`src/rtl/id_ex_pipe_reg.sv`:
```
// ID->EX pipeline register with valid/ready handshake, flush and an EX back-pressure counter.
// Define ID_EX_SKID_EN for a 2-entry skid buffer with a registered in_ready.
module id_ex_pipe_reg #(
  parameter int unsigned DATA_W = 32,
  parameter int unsigned NAME_W = 8,
  parameter int unsigned REG_W  = 5,
  parameter int unsigned CNT_W  = 16
) (
  input  logic              clk,
  input  logic              rst,
  input  logic              flush,
  input  logic              in_valid,
  output logic              in_ready,
  input  logic [DATA_W-1:0] fourPC,
  input  logic [DATA_W-1:0] readData1,
  input  logic [DATA_W-1:0] readData2,
  input  logic [DATA_W-1:0] instruction,
  input  logic [NAME_W-1:0] inst_name,
  input  logic [REG_W-1:0]  register_d,
  output logic              out_valid,
  input  logic              out_ready,
  output logic [DATA_W-1:0] out_fourPC,
  output logic [DATA_W-1:0] out_readData1,
  output logic [DATA_W-1:0] out_readData2,
  output logic [DATA_W-1:0] out_instruction,
  output logic [NAME_W-1:0] out_inst_name,
  output logic [REG_W-1:0]  out_register_d,
  output logic [CNT_W-1:0]  stall_cnt
);

  localparam int unsigned PAY_W = 4 * DATA_W + NAME_W + REG_W;
  localparam logic [CNT_W-1:0] CNT_MAX = '1;

  logic [PAY_W-1:0] in_pay;
  logic [PAY_W-1:0] main_pay;
  logic [PAY_W-1:0] main_pay_nxt;
  logic             main_vld_nxt;
  logic             drain_c;
  logic             accept_c;

  assign in_pay = {fourPC, readData1, readData2, instruction, inst_name, register_d};
  assign {out_fourPC, out_readData1, out_readData2, out_instruction,
          out_inst_name, out_register_d} = main_pay;

  // Main entry may take new data when empty or being consumed this cycle
  assign drain_c  = !out_valid || out_ready;
  assign accept_c = in_valid && in_ready;

`ifdef ID_EX_SKID_EN
  logic [PAY_W-1:0] skid_pay;
  logic [PAY_W-1:0] skid_pay_nxt;
  logic             skid_vld;
  logic             skid_vld_nxt;

  // in_ready is low exactly while the skid holds an entry, so skid and input never compete
  always_comb begin
    main_pay_nxt = main_pay;
    main_vld_nxt = out_valid;
    skid_pay_nxt = skid_pay;
    skid_vld_nxt = skid_vld;
    if (flush) begin
      main_pay_nxt = '0;
      main_vld_nxt = 1'b0;
      skid_pay_nxt = '0;
      skid_vld_nxt = 1'b0;
    end else if (drain_c) begin
      if (skid_vld) begin
        main_pay_nxt = skid_pay;
        main_vld_nxt = 1'b1;
        skid_pay_nxt = '0;
        skid_vld_nxt = 1'b0;
      end else begin
        main_pay_nxt = accept_c ? in_pay : '0;
        main_vld_nxt = accept_c;
      end
    end else if (accept_c) begin
      skid_pay_nxt = in_pay;
      skid_vld_nxt = 1'b1;
    end
  end

  always_ff @(posedge clk or negedge rst) begin
    if (!rst) begin
      skid_pay <= '0;
      skid_vld <= 1'b0;
      in_ready <= 1'b1;
    end else begin
      skid_pay <= skid_pay_nxt;
      skid_vld <= skid_vld_nxt;
      in_ready <= !skid_vld_nxt;
    end
  end
`else
  assign in_ready = drain_c;

  // Single entry: a drained slot with no new input becomes a zeroed bubble
  always_comb begin
    main_pay_nxt = main_pay;
    main_vld_nxt = out_valid;
    if (flush) begin
      main_pay_nxt = '0;
      main_vld_nxt = 1'b0;
    end else if (drain_c) begin
      main_pay_nxt = accept_c ? in_pay : '0;
      main_vld_nxt = accept_c;
    end
  end
`endif

  always_ff @(posedge clk or negedge rst) begin
    if (!rst) begin
      main_pay  <= '0;
      out_valid <= 1'b0;
    end else begin
      main_pay  <= main_pay_nxt;
      out_valid <= main_vld_nxt;
    end
  end

  // Saturating count of EX back-pressure cycles; flush does not clear it
  always_ff @(posedge clk or negedge rst) begin
    if (!rst) begin
      stall_cnt <= '0;
    end else if (out_valid && !out_ready && !flush && (stall_cnt != CNT_MAX)) begin
      stall_cnt <= stall_cnt + CNT_W'(1);
    end
  end

endmodule
```
`config.mk`:
```
export PLATFORM = sky130hd
export DESIGN_NAME = id_ex_pipe_reg
export DESIGN_NICKNAME = d
export VERILOG_FILES = /design/src/rtl/id_ex_pipe_reg.sv
export SDC_FILE = /design/constraint.sdc
export NUM_CORES = 1
export LEC_CHECK = 0
export ABC_AREA = 1
export CAP_MARGIN = 20
export CORE_MARGIN = 2
export CORE_UTILIZATION = 45
export DETAILED_ROUTE_END_ITERATION = 6
export HOLD_SLACK_MARGIN = 0.15
export PLACE_DENSITY_LB_ADDON = 0.12
export SLEW_MARGIN = 20
export SYNTH_ARGS = -nofsm -noshare
export SYNTH_HDL_FRONTEND = slang
export SYNTH_SLANG_ARGS = --single-unit
```
`constraint.sdc`:
```
create_clock -name clk -period 4.5 [get_ports clk]
set_clock_uncertainty 0.15 [all_clocks]
set_input_delay 0.9 -clock clk [delete_from_list [all_inputs] [get_ports clk]]
set_output_delay 0.9 -clock clk [all_outputs]
set_load 0.05 [all_outputs]
```
==> impl_metrics.yaml <==
outcome:
  status: "finished clean"
die:
  start_util: 0.457
  num_rows: 44
  die_w_um: 125
  die_h_um: 125
  dieArea_sq_um: 15600
  io_pins: 305
  core_area_sq_um: 14400
clock_network:
  clock-root-buffer: "clkbuf_16"
  cts.clk_slew.worst_paths_ps: 60
  clk_latency_ps: 420
  cts.htree.levels: 4
  numCtsBuffers: 17
  cts_tree: "yes"
  hold_buffers: 0
  cts.sinks: 158
  cts_setup_buffers: 0
  cts_resized: 0
  clock_path_buffers: 2
sta:
  final-max-slew-violation-count: 0
  hold_viol: 0
  setup_viol: 0
  worst_pin_slew_ps: 843
  rsz0062_at_grt: "false"
  finalSetupTns_ps: 0
  relSlewSlack: 0.438
  finalCritPeriodShare: 0.763
  post-route-min-period_ps: 3430
  max_freq_mhz: 291
route:
  ant_nets: 0
  wire_per_inst_um: 15.0
  drt_iter0_markers: 297
  wirelength_mm: 18.7
  dr.pass1.iters: 4
  drcViolationCount: 0
  drt-vias-per-instance: 4.70
  via_count: 5855
setup_path:
  cp_data_arrival_time_ps: 2380
  crit_buf_inv: 3
  crit_top_cell: "clkdlybuf4s50_1"
  worstPathMaxFanout: 3
  cpPeakStageDelay_ps: 820
  cp_top_family: "buffers and inverters"
  critPathKind: "in2out"
  critPathRequiredTime_ps: 3450
  startpoint_type: "input port"
  cpMaxStageDelayCell: "clkdlybuf4s50_1"
  path_cells: "clkdlybuf4s50_1 > inv_1 > nand2_2 > clkdlybuf4s50_1"
  r2r_setup_slack_ps: 2490
  critPathCaptureType: "primary output"
synthesis:
  syn_inst: 751
  syn_nets: 898
  syn_area_sq_um: 6560
  yosysWarnings: 0
  syn-mean-instance-area_sq_um: 8.74
  yosysSeqAreaShare: 0.603
  synth_cell_type_count: 24
  ys_ff_latch: 158
layout:
  syn2layout_area_growth_pct: 57.5
  drive_gt1_frac: 0.0518
  fin_cells: 1246
  nets: 1196
  seq_area_sq_um: 3950
  fill_cells: 1095
  diodes: 0
  multiInputGateArea_sq_um: 1850
grt:
  grt_max_degree: 93
  grt-ovfl-total: 0
  antenna_found_initial: 0
  grt_pass1_vias: 5826
  grt_pass1_wl_mm: 30.6
  grt_use_total: 0.249
pwr:
  seqPwrFrac: 0.419
  comb_power_share: 0.205
  vdd_ir_drop_max_mv: 0.253
  clkPwrFrac: 0.377
  power_density_nw_per_um2: 362
  p_int_mw: 2.63
  switching_power_mw: 1.11
  p_leak_nw: 4.92
  switching_share: 0.296
placement:
  numPortBuffers: 304
  gp_congestion: 0.904
  dpl.hpwl_mm: 13.3
  placed_cells: 1214
worst_hold_path:
  hold_class: "reg2reg"
run:
  drv_cap: 0
==> placed cells by master (no fill, tap or decap), types with 6 or more instances in the layout <==
cell type	instances
nor2_1	16
clkdlybuf4s50_1	303
clkbuf_16	17
nand2_1	209
dfrtp_1	158
o21ai_0	60
nand3_1	6
inv_1	154
o21ai_1	83
==> synth_stat cells <==
master	instances	area, sq um
nand2_1	209	785
dfrtp_1	158	3950
inv_1	154	578
o21ai_1	83	415
o21ai_0	60	300
nor2_1	16	60.1
buf_2	14	70.1
buf_4	10	75.1
clkbuf_1	6	22.5
nand3_1	6	30.0
nand4_1	5	31.3
nor2_2	5	31.3
nand3b_1	4	30.0
nand2_2	3	18.8
o21ai_2	3	26.3
xnor2_1	3	26.3
inv_2	2	7.51
nand2_4	2	22.5
nand3_2	2	20.0
xor2_1	2	17.5
buf_6	1	11.3
ha_1	1	12.5
nor2_4	1	11.3
nor3_1	1	5.00
==> stage by stage <==
| stage | hold slack [ps] | worst slack, ps | total power [mW] | utilization | cell area [sq um] |
|---|---|---|---|---|---|
| floorplan | 454 | 2250 | 1.99 | - | 6560 |
| global placement | 315 | 1050 | 2.35 | 0.679 | 9760 |
| detailed placement | 322 | 1060 | 2.36 | 0.679 | 9760 |
| CTS | 337 | 1060 | 3.77 | 0.719 | 10300 |
| global route | 359 | 1020 | 3.88 | 0.719 | 10300 |
| finish | 334 | 1070 | 3.74 | 0.719 | 10300 |
==> sequential cells by signal, indices dropped and copies added, names as in the netlist <==
name and flops:
main_pay 141, stall_cnt 16, out_valid 1
==> metal layers <==
layer / track usage / up-vias / share of wire
met5: 0 / - / 0
met4: 0.0958 / 0 / 0.031
met2: 0.416 / 250 / 0.48
met1: 0.297 / 2699 / 0.39
met3: 0.0846 / 37 / 0.090
li1: - / 2869 / -
==> power by group through the flow <==
| stage | sequential, mW | clock (mW) | combinational (mW) |
|---|---|---|---|
| after global placement | 1.59 | 0 | 0.763 |
| after global routing | 1.58 | 1.49 | 0.816 |
| after floorplan | 1.85 | 0 | 0.135 |
| after CTS | 1.57 | 1.43 | 0.773 |
| final | 1.57 | 1.41 | 0.766 |
| after detailed placement | 1.59 | 0 | 0.769 |
==> worst reg2reg max path: stages (launching register included) <==
cell,delay (ps)
dfrtp_1,470
ha_1,340
inv_2,90
nor2_2,50
nand2_2,90
nor2_2,50
nor2_2,460
nand2_1,150
o21ai_2,80
==> final cells by class <==
type                            instances  share of cell area
Clock buffer                           21              0.0445
Clock inverter                         11              0.0113
Inverter                              156              0.0567
Multi-Input combinational cell        406               0.179
Sequential cell                       158               0.383
Tap cell                              184              0.0223
Timing Repair Buffer                  310               0.304
==> final timing paths <==
check                         startpoint             to  cells past startpoint
max                            out_ready       in_ready                      4
min                        main_pay[118]  main_pay[118]                      2
max reg2reg                 stall_cnt[0]   stall_cnt[9]                      8
min reg2reg                main_pay[118]  main_pay[118]                      2
max in group asynchronous            rst   main_pay[87]                      2
min in group asynchronous            rst  main_pay[109]                      1
==> kinds of logic (layout without fill, tap and decap cells) <==
group	after synthesis	after routing	share of synthesized area
compound gates	146	146	0.113
fa+ha+maj	1	1	0.00191
xor+xnor	5	5	0.00668
flops	158	158	0.603
buf+inv	187	498	0.117
simple gates	254	254	0.159
No activity file was read; power rests on OpenSTA's default activity.
